**src/rtl/vga_comp_pkg.sv**
```systemverilog
// Shared types, colour constants and colour helpers for the VGA layer compositor.
package vga_comp_pkg;

    typedef enum logic [1:0] {
        MODE_START = 2'b00,
        MODE_PLAY  = 2'b01,
        MODE_PAUSE = 2'b10,
        MODE_OVER  = 2'b11
    } mode_e;

    localparam logic [11:0] BORDER     = 12'h000;
    localparam logic [11:0] OBSTACLE   = 12'hFA0;
    localparam logic [11:0] BACKGROUND = 12'hFFF;
    localparam logic [11:0] PAUSE      = 12'hFF0;

    // Particles fade from a bright pink towards a dull blue as their life runs out.
    function automatic logic [11:0] trail_colour(input logic [3:0] life);
        logic [11:0] c;
        case (life)
            4'd10:   c = 12'hFDD;
            4'd9:    c = 12'hEEF;
            4'd8:    c = 12'hDDF;
            4'd7:    c = 12'hCCF;
            4'd6:    c = 12'hBBE;
            4'd5:    c = 12'hAAD;
            4'd4:    c = 12'h99C;
            4'd3:    c = 12'h88B;
            4'd2:    c = 12'h77A;
            4'd1:    c = 12'h669;
            default: c = BACKGROUND;
        endcase
        return c;
    endfunction

    // Per-channel linear mix in sixteenths; lvl=16 gives pure fg, lvl=0 pure bg.
    function automatic logic [11:0] blend(input logic [11:0] fg,
                                          input logic [11:0] bg,
                                          input logic [4:0]  lvl);
        logic [11:0] res;
        logic [8:0]  f9;
        logic [8:0]  b9;
        logic [8:0]  l9;
        logic [8:0]  acc;
        res = '0;
        l9  = {4'b0, lvl};
        for (int c = 0; c < 3; c++) begin
            f9  = {5'b0, fg[c*4 +: 4]};
            b9  = {5'b0, bg[c*4 +: 4]};
            acc = f9 * l9 + b9 * (9'd16 - l9);
            res[c*4 +: 4] = acc[7:4];
        end
        return res;
    endfunction

endpackage

```
**src/rtl/vga_hit_scan.sv**
```systemverilog
// Rectangle-array hit detector: reports whether a point lies inside any enabled
// half-open rectangle [left,right) x [up,down) and the lowest index that does.
module vga_hit_scan #(
    parameter int N  = 10,
    parameter int XW = 11,
    parameter int YW = 11,
    parameter int IW = (N > 1) ? $clog2(N) : 1
) (
    input  logic [XW-1:0]   x_i,
    input  logic [YW-1:0]   y_i,
    input  logic [N-1:0]    en_i,
    input  logic [N*XW-1:0] left_i,
    input  logic [N*XW-1:0] right_i,
    input  logic [N*YW-1:0] up_i,
    input  logic [N*YW-1:0] down_i,
    output logic            hit_o,
    output logic [IW-1:0]   idx_o
);

    // Scan from the top index down so the lowest hitting index wins; inverted
    // rectangles can never satisfy both bounds and so never hit.
    always_comb begin
        hit_o = 1'b0;
        idx_o = '0;
        for (int i = N - 1; i >= 0; i--) begin
            if (en_i[i] &&
                x_i >= left_i[i*XW +: XW] && x_i < right_i[i*XW +: XW] &&
                y_i >= up_i[i*YW +: YW]   && y_i < down_i[i*YW +: YW]) begin
                hit_o = 1'b1;
                idx_o = IW'(i);
            end
        end
    end

endmodule

```
**src/rtl/vga_layer_compositor.sv**
```systemverilog
// Three-stage pixel compositor: S0 registers coordinates and drives ROM
// addresses, S1 resolves region hits while ROM data returns, S2 picks and
// blends the final colour.
module vga_layer_compositor
    import vga_comp_pkg::*;
#(
    parameter int NUM_OBS      = 10,
    parameter int NUM_TRAIL    = 28,
    parameter int TRAIL_SIZE   = 8,
    parameter int PLAYER_X     = 160,
    parameter int PLAYER_SIZE  = 40,
    parameter int GO_X         = 220,
    parameter int GO_Y         = 140,
    parameter int GO_SIZE      = 200,
    parameter int UPPER_BOUND  = 20,
    parameter int LOWER_BOUND  = 460,
    parameter int FADE_FRAMES  = 4,
    parameter int BLINK_FRAMES = 30
) (
    input  logic                    clk,
    input  logic                    rst,
    input  logic                    pix_valid,
    input  logic                    frame_start,
    input  logic [9:0]              pix_x,
    input  logic [8:0]              pix_y,
    input  logic [1:0]              gamemode,
    input  logic [8:0]              player_y,
    input  logic [NUM_OBS*10-1:0]   obs_left,
    input  logic [NUM_OBS*10-1:0]   obs_right,
    input  logic [NUM_OBS*9-1:0]    obs_up,
    input  logic [NUM_OBS*9-1:0]    obs_down,
    input  logic [NUM_TRAIL*10-1:0] trail_x,
    input  logic [NUM_TRAIL*9-1:0]  trail_y,
    input  logic [NUM_TRAIL*4-1:0]  trail_life,
    output logic [18:0]             start_addr,
    output logic [10:0]             player_addr,
    output logic [15:0]             go_addr,
    input  logic [11:0]             start_data,
    input  logic [11:0]             player_data,
    input  logic [11:0]             go_data,
    output logic [11:0]             rgb,
    output logic                    rgb_valid
);

    localparam int FW  = $clog2(FADE_FRAMES) + 1;
    localparam int BW  = $clog2(BLINK_FRAMES) + 1;
    localparam int TIW = (NUM_TRAIL > 1) ? $clog2(NUM_TRAIL) : 1;
    localparam int OIW = (NUM_OBS > 1) ? $clog2(NUM_OBS) : 1;

    mode_e          mode_q, mode_d;
    logic [4:0]     fadeLvl_q, fadeLvl_d;
    logic [FW-1:0]  fadeCnt_q, fadeCnt_d;
    logic [BW-1:0]  blinkCnt_q, blinkCnt_d;
    logic           blinkOn_q, blinkOn_d;

    // Frame-synchronous mode latch plus fade and blink counters; all advance only on frame_start.
    always_comb begin
        mode_d     = mode_q;
        fadeLvl_d  = fadeLvl_q;
        fadeCnt_d  = fadeCnt_q;
        blinkCnt_d = blinkCnt_q;
        blinkOn_d  = blinkOn_q;
        if (mode_q != MODE_OVER) begin
            fadeLvl_d = '0;
            fadeCnt_d = '0;
        end else if (frame_start) begin
            if (fadeCnt_q == FW'(FADE_FRAMES - 1)) begin
                fadeCnt_d = '0;
                if (fadeLvl_q != 5'd16) fadeLvl_d = fadeLvl_q + 5'd1;
            end else begin
                fadeCnt_d = fadeCnt_q + FW'(1);
            end
        end
        if (mode_q != MODE_PAUSE) begin
            blinkCnt_d = '0;
            blinkOn_d  = 1'b1;
        end else if (frame_start) begin
            if (blinkCnt_q == BW'(BLINK_FRAMES - 1)) begin
                blinkCnt_d = '0;
                blinkOn_d  = ~blinkOn_q;
            end else begin
                blinkCnt_d = blinkCnt_q + BW'(1);
            end
        end
        if (frame_start) mode_d = mode_e'(gamemode);
    end

    // Register the frame-level state.
    always_ff @(posedge clk) begin
        if (rst) begin
            mode_q     <= MODE_START;
            fadeLvl_q  <= '0;
            fadeCnt_q  <= '0;
            blinkCnt_q <= '0;
            blinkOn_q  <= 1'b1;
        end else begin
            mode_q     <= mode_d;
            fadeLvl_q  <= fadeLvl_d;
            fadeCnt_q  <= fadeCnt_d;
            blinkCnt_q <= blinkCnt_d;
            blinkOn_q  <= blinkOn_d;
        end
    end

    logic [10:0] xW, yW, pyW, pRow;
    logic        playerHit, goHit;
    logic [10:0] playerAddr_d;
    logic [15:0] goAddr_d;
    logic [18:0] startAddr_d;

    // S0 sprite hits and ROM addresses, widened to 11 bits so bottom/right edges cannot wrap.
    always_comb begin
        xW   = {1'b0, pix_x};
        yW   = {2'b0, pix_y};
        pyW  = {2'b0, player_y};
        pRow = yW - pyW;
        playerHit = (xW >= 11'(PLAYER_X)) && (xW < 11'(PLAYER_X + PLAYER_SIZE)) &&
                    (yW >= pyW) && (yW < pyW + 11'(PLAYER_SIZE));
        goHit     = (xW >= 11'(GO_X)) && (xW < 11'(GO_X + GO_SIZE)) &&
                    (yW >= 11'(GO_Y)) && (yW < 11'(GO_Y + GO_SIZE));
        playerAddr_d = playerHit ? (xW - 11'(PLAYER_X)) + pRow * 11'(PLAYER_SIZE) : '0;
        goAddr_d     = goHit ? {5'b0, xW - 11'(GO_X)} + {5'b0, yW - 11'(GO_Y)} * 16'(GO_SIZE) : '0;
        startAddr_d  = {9'b0, pix_x} + {10'b0, pix_y} * 19'd640;
    end

    logic [10:0] x0_q, y0_q;
    logic        v0_q, player0_q, go0_q, blink0_q;
    mode_e       mode0_q;
    logic [4:0]  fade0_q;
    logic [18:0] startAddr_q;
    logic [10:0] playerAddr_q;
    logic [15:0] goAddr_q;

    // S0 pipeline register; the pixel captures the pre-update frame state.
    always_ff @(posedge clk) begin
        if (rst) begin
            x0_q <= '0; y0_q <= '0; v0_q <= 1'b0; player0_q <= 1'b0; go0_q <= 1'b0;
            mode0_q <= MODE_START; fade0_q <= '0; blink0_q <= 1'b1;
            startAddr_q <= '0; playerAddr_q <= '0; goAddr_q <= '0;
        end else begin
            x0_q <= xW; y0_q <= yW; v0_q <= pix_valid; player0_q <= playerHit; go0_q <= goHit;
            mode0_q <= mode_q; fade0_q <= fadeLvl_q; blink0_q <= blinkOn_q;
            startAddr_q <= startAddr_d; playerAddr_q <= playerAddr_d; goAddr_q <= goAddr_d;
        end
    end

    assign start_addr  = startAddr_q;
    assign player_addr = playerAddr_q;
    assign go_addr     = goAddr_q;

    logic [NUM_OBS*11-1:0]   obsLeftW, obsRightW, obsUpW, obsDownW;
    logic [NUM_TRAIL*11-1:0] trLeftW, trRightW, trUpW, trDownW;
    logic [NUM_TRAIL-1:0]    trEn;
    logic                    obsHit, trHit;
    logic [OIW-1:0]          obsIdx;
    logic [TIW-1:0]          trIdx;

    for (genvar i = 0; i < NUM_OBS; i++) begin : g_obs
        assign obsLeftW[i*11 +: 11]  = {1'b0, obs_left[i*10 +: 10]};
        assign obsRightW[i*11 +: 11] = {1'b0, obs_right[i*10 +: 10]};
        assign obsUpW[i*11 +: 11]    = {2'b0, obs_up[i*9 +: 9]};
        assign obsDownW[i*11 +: 11]  = {2'b0, obs_down[i*9 +: 9]};
    end

    for (genvar i = 0; i < NUM_TRAIL; i++) begin : g_trail
        assign trLeftW[i*11 +: 11]  = {1'b0, trail_x[i*10 +: 10]};
        assign trRightW[i*11 +: 11] = {1'b0, trail_x[i*10 +: 10]} + 11'(TRAIL_SIZE);
        assign trUpW[i*11 +: 11]    = {2'b0, trail_y[i*9 +: 9]};
        assign trDownW[i*11 +: 11]  = {2'b0, trail_y[i*9 +: 9]} + 11'(TRAIL_SIZE);
        assign trEn[i]              = |trail_life[i*4 +: 4];
    end

    vga_hit_scan #(.N(NUM_OBS), .XW(11), .YW(11), .IW(OIW)) u_obs_scan (
        .x_i(x0_q), .y_i(y0_q), .en_i({NUM_OBS{1'b1}}),
        .left_i(obsLeftW), .right_i(obsRightW), .up_i(obsUpW), .down_i(obsDownW),
        .hit_o(obsHit), .idx_o(obsIdx)
    );

    vga_hit_scan #(.N(NUM_TRAIL), .XW(11), .YW(11), .IW(TIW)) u_trail_scan (
        .x_i(x0_q), .y_i(y0_q), .en_i(trEn),
        .left_i(trLeftW), .right_i(trRightW), .up_i(trUpW), .down_i(trDownW),
        .hit_o(trHit), .idx_o(trIdx)
    );

    logic        v1_q, border1_q, player1_q, go1_q, obs1_q, trail1_q, blink1_q;
    mode_e       mode1_q;
    logic [4:0]  fade1_q;
    logic [3:0]  life1_q;

    // S1 register of region flags and the winning particle's life, aligned with ROM data.
    always_ff @(posedge clk) begin
        if (rst) begin
            v1_q <= 1'b0; border1_q <= 1'b0; player1_q <= 1'b0; go1_q <= 1'b0;
            obs1_q <= 1'b0; trail1_q <= 1'b0; blink1_q <= 1'b1;
            mode1_q <= MODE_START; fade1_q <= '0; life1_q <= '0;
        end else begin
            v1_q      <= v0_q;
            border1_q <= (y0_q <= 11'(UPPER_BOUND)) || (y0_q >= 11'(LOWER_BOUND));
            player1_q <= player0_q;
            go1_q     <= go0_q;
            obs1_q    <= obsHit;
            trail1_q  <= trHit;
            life1_q   <= trail_life[{trIdx, 2'b00} +: 4];
            blink1_q  <= blink0_q;
            mode1_q   <= mode0_q;
            fade1_q   <= fade0_q;
        end
    end

    logic [11:0] under, colour;

    // S2 priority chain, then mode-specific override or fade blend.
    always_comb begin
        under = BACKGROUND;
        if (border1_q)      under = BORDER;
        else if (player1_q) under = player_data;
        else if (obs1_q)    under = OBSTACLE;
        else if (trail1_q)  under = trail_colour(life1_q);
        colour = under;
        case (mode1_q)
            MODE_START: colour = start_data;
            MODE_PAUSE: if (blink1_q) colour = PAUSE;
            MODE_OVER:  if (go1_q) colour = blend(go_data, under, fade1_q);
            default:    colour = under;
        endcase
    end

    // S2 output register; colour is forced to zero outside active pixels.
    always_ff @(posedge clk) begin
        if (rst) begin
            rgb       <= '0;
            rgb_valid <= 1'b0;
        end else begin
            rgb       <= v1_q ? colour : 12'h000;
            rgb_valid <= v1_q;
        end
    end

endmodule

```
**config.mk**
```make
export PLATFORM = sky130hd
export DESIGN_NAME = vga_layer_compositor
export DESIGN_NICKNAME = d
export VERILOG_FILES = /design/src/rtl/vga_comp_pkg.sv /design/src/rtl/vga_hit_scan.sv /design/src/rtl/vga_layer_compositor.sv
export SDC_FILE = /design/constraint.sdc
export NUM_CORES = 2
export LEC_CHECK = 0
export ABC_AREA = 1
export ABC_CLOCK_PERIOD_IN_PS = 7700
export CORE_AREA = 3 3 442 444
export DETAILED_ROUTE_END_ITERATION = 10
export DIE_AREA = 0 0 445 447
export SETUP_SLACK_MARGIN = 0.3
export SLEW_MARGIN = 20
export SYNTH_ARGS = -nofsm -noshare
export SYNTH_HDL_FRONTEND = slang
export SYNTH_SLANG_ARGS = --single-unit
export TNS_END_PERCENT = 30
```
**constraint.sdc**
```tcl
create_clock -name clk -period 7.7 [get_ports clk]
set_clock_uncertainty 0.15 [all_clocks]
set_input_delay 1.155 -clock clk [delete_from_list [all_inputs] [get_ports clk]]
set_output_delay 1.155 -clock clk [all_outputs]
set_load 0.1 [all_outputs]
```
# == After elaboration in Yosys (flattened, before gate mapping) ==
# Memory sizes are Yosys's and may differ from the RTL's. A register that Yosys moved wholly into a read port is not among the register bits.
# Cells that the tools add are included.
# op_classes
eq_ne,7
shift,1
reduce_logical,185
multipliers,9
add_sub_neg,71
bitwise,4
mux,76
magnitude_cmp,162
# op_table
operator,count
greater-or-equal comparator 11 x 10 -> 1 bit,38
greater-or-equal comparator 11 x 9 -> 1 bit,38
less-than comparator 11 x 10 -> 1 bit,38
adder 10 x 4 -> 11 bit (second input constant),28
less-than comparator 11 bit,28
adder 9 x 4 -> 10 bit (second input constant),28
logical AND 1 bit,148
two-way mux 5 bit,28
OR reduction 4 bit,28
variable part select 112 x 8 -> 4 bit,1
less-than comparator 11 x 9 -> 1 bit,10
two-way mux 12 bit,6
two-way mux 1 bit,38
case mux 12 bit (3 select lines),1
adder 8 bit,3
multiplier 4 x 5 -> 8 bit,3
subtractor 10 x 8 -> 11 bit (second input constant),2
greater-or-equal comparator 10 x 8 -> 1 bit (second input constant),2
adder 10 x 19 -> 19 bit,1
multiplier 4 x 9 -> 8 bit,2
adder 11 x 16 -> 16 bit,1
multiplier 11 x 5 -> 13 bit (second input constant),1
multiplier 9 x 3 -> 12 bit (second input constant),1
adder 11 bit,1
other kinds (31),40
# word_totals
romBits,176
input_bits,1094
memories,1
regBits,123
# mem_list
memory,depth,word_bits,read_ports,rd_clocked_by_memory_dff,wr,line_no,source
(name not given),16,11,1,1,0,vga_comp_pkg.sv:19,case (life)

# == Depth between registers and ports, before layout ==
# logic_depth
depth_word,35
depth_mapped,56
ltp_nobuf,55

# == Modules after synthesis ==
# Synthesis repeated with hierarchy kept, for this count alone.
# hier_totals
hier_cells,8958
hier_area_um2,58910.2
# modules_own_cells
module,n_inst,seq_area_each_um2,cells_per_inst,area_per_inst_um2
vga_hit_scan at u_trail_scan,1,0.0,4588,29913.7
vga_layer_compositor,1,2422.3,2600,17865.9
vga_hit_scan at u_obs_scan,1,0.0,1770,11130.7

# == Least setup slack after synthesis ==
# OpenSTA, ideal clock, no wires.
# synth_path
path_type,reg2reg
start,reg y0_q[6]
end,reg (tool-made name)
t_arrival_ns,5.535
stages_incl_launch_ff,53
slack_ns,1.901
required_time_ns,7.436
n_path_buf,2
cell_sequence,dfxtp_1 ha_1 nand2_1 inv_1 a21oi_1 nand2_1 a21oi_1 nor2_1 nand2_1 nor2_1 nand2_1 nand2_1 nand2_1 nand2_1 nand2_1 nand2_1 nand2_1 nand2_1 (+17 left out) nand2_2 nand2_4 buf_4 buf_2 nand2_1 nand3_1 nand3_1 nand3_1 nand2_1 nand2_1 nand2_1 nor2_2 inv_2 ha_1 nand3_1 nand2_1 nand2_1 nand2_1
# synth_lines
item,line_no,source
from (decl),vga_layer_compositor.sv:126,"logic [10:0] x0_q, y0_q;"
from (signal assigned),vga_layer_compositor.sv:141,x0_q <= xW; y0_q <= yW; v0_q <= pix_valid; player0_q <= playerHit; go0_q <= goHit;

==> qor.yml <==
synthTopCellsByCount: "1461 x ha_1, 1421 x inv_1, 845 x nand2_1"
syn-cell-area_um2: 47000
drv_cap: 0
dp_hpwl_um: 218000
hold_path_class: "reg2reg"
synth_edf_count: 0
synthCells: 6682
start_kind: "input port"
report.power.total_mw: 5.98
worstSetupPathType: "in2reg"
syn2layout_area_growth_pct: 34.9
drt-initial-drc-count: 3459
drive_gt1_share_pct: 3.19
die_w_um: 445
power_density_nw_per_um2: 94.4
clockBufferDepth: 2
core_um2: 192000
synthFlopType: "dfxtp_1"
syn_area_per_cell_um2: 7.03
antenna_found_initial: 112
synth_top_area_share_pct: 38.9
finalHoldViolCount: 0
grt_overflow_total: 0
finalInstanceArea_um2: 63300
netSwitchingPower_mw: 2.96
status: "finished, final reports clean"
h-tree-depth: 4
cts_tree: "done"
power_frac_clock_pct: 15.2
p_leak_nw: 33.9
max_slew_margin_pct: 25.4
async_flop_share_pct: 0
p_comb_share_pct: 71.7
grt_pass1_vias: 49800
clk_latency_ps: 440
setup_viol: 0
cts_made_buffers: 17
max_freq_mhz: 148
arrival_ps: 6950
drt-total-wl_um: 251000
yosys_warnings: 0
critPathSlowestCell: "a221oi_2"
ys_types: 71
yosysTopAreaCell: "ha_1"
gp_congestion: 0.970
rows: 161
clk_pin_slew_ps: 70
syn-num-nets: 9320
critPathMaxFanout: 17
placed_area_um2: 62500
drt_first_pass_iters: 7
port_buffers: 1152
grt_setup_unrepaired: "false"
critPathRequiredTime_ps: 7880
crit_family: "simple AND/OR/NAND/NOR gates"
antenna_left: 0
synth.most_common_cell: "ha_1"
fin_crit_ps: 6770
grtUsageTotal_pct: 24.1
seq_power_share_pct: 13.1
path_buf_inv: 5
die_h_um: 447
drv_slew: 0
ys_ff_latch: 121
clkSinkCount: 121
fp.dieArea_um2: 199000
p_int_mw: 3.02
tightest_slew_ps: 1110
vias: 51300
place_ws_ps: 154
wl_per_cell_um: 23.8
fin_ws_ps: 934
swShare_pct: 49.5
ys_seq_area_share_pct: 5.16
drc: 0
start_util_pct: 24.5
period_share_pct: 87.9
via_per_inst: 4.87
netlist_top_cells_area: "ha_1 39%, inv_1 11%, nand2_1 6.8%"
crit_path_end_kind: "register"
critPathMostFrequentCell: "nand2_1"
ios: 1153
grt_max_degree: 51
fill_cells: 20400
grt_pass1_wl_um: 349000
ir_drop_uv: 160
fin_nets: 10600
root_buffer: "clkbuf_16"
crit_path_max_incr_delay_ps: 600
[flip-flops by register name, summed over array words and instances (netlist names), 6 cells and up, named ones only]
register and flops:
rgb 12, player_addr 11, go_addr 16, blinkCnt_q 6, y0_q 9, start_addr 12
x0_q 10
[layout make-up]
type / count / area (um^2) / area share, %
Tap cell: 2526 / 3160 / 4.99
Multi-Input combinational cell: 5045 / 38800 / 61.3
Antenna cell: 74 / 185 / 0.292
Timing Repair Buffer: 1264 / 12500 / 19.8
Sequential cell: 121 / 2490 / 3.93
Clock buffer: 19 / 464 / 0.733
Inverter: 1464 / 5500 / 8.68
Clock inverter: 13 / 179 / 0.282
[cell usage in the layout, fill, tap and decap left out, types with 104 or more instances in the layout]
cell	synthesis	layout
a21oi_1	533	531
clkdlybuf4s50_1	0	1151
dfxtp_1	121	104
ha_1	1461	1461
inv_1	1421	1419
nand2_1	845	844
nand3_1	364	364
nor2_1	393	393
nor3_1	147	146
o21a_1	104	104
o21ai_0	177	177
xor2_1	259	259
[power groups by stage]
stage | combinational (mW) | clock, mW | sequential (mW)
floorplan | 2.38 | 0 | 0.885
global placement | 4.18 | 0 | 0.801
detailed placement | 4.25 | 0 | 0.797
CTS | 4.29 | 0.922 | 0.786
global route | 4.81 | 0.945 | 0.787
finish | 4.28 | 0.911 | 0.783
[path summary, 6_finish.rpt]
kind	start	endpoint	slack, ps	cells past startpoint
worst max-delay path	trail_y[185]	register	930	46
worst max register to register	x0_q[0]$_SDFF_PP0_	register	1260	46
worst min-delay path	fade0_q[0]$_SDFF_PP0_	fade1_q[0]$_SDFF_PP0_	250	2
worst min register to register	fade0_q[0]$_SDFF_PP0_	fade1_q[0]$_SDFF_PP0_	250	2
[tightest hold or removal path: stages, from the launching register on]
cell,delay [ps]
dfxtp_1,300
inv_1,40
nor2_1,30
[what timing repair did]
item                                    in CTS  in global routing
hold buffers                                 0                  0
resized for setup                            0                  2
endpoints found under the setup margin       0                  6
setup buffers                                0                  0
[stage by stage]
stage	util [%]	cells	setup TNS [ps]	hold slack, ps
finish	33.0	10500	0	246
global route	32.9	10500	0	260
CTS	32.9	10500	0	247
detailed placement	32.6	10400	0	242
global placement	32.5	10400	-0.794	241
floorplan	-	6682	0	238
[logic make-up after synthesis]
group | synth area share [%]
AND/OR/NAND/NOR | 18.5
AO/OA/AOI/OAI | 15.3
XOR/XNOR | 6.30
adder cells (fa/ha/maj) | 42.5
flip-flops | 5.16
buffers and inverters | 12.3
[per-layer routing]
metal | wire [um] | part of all wire, % | up-vias | track usage [%]
li1 | - | - | 25000 | -
met1 | 111000 | 44 | 24200 | 31.4
met2 | 116000 | 46 | 1669 | 40.4
met3 | 15800 | 6.3 | 351 | 4.24
met4 | 8000 | 3.2 | 46 | 7.44
met5 | 310 | 0.12 | - | 0
(Power assumes the default switching activity.)
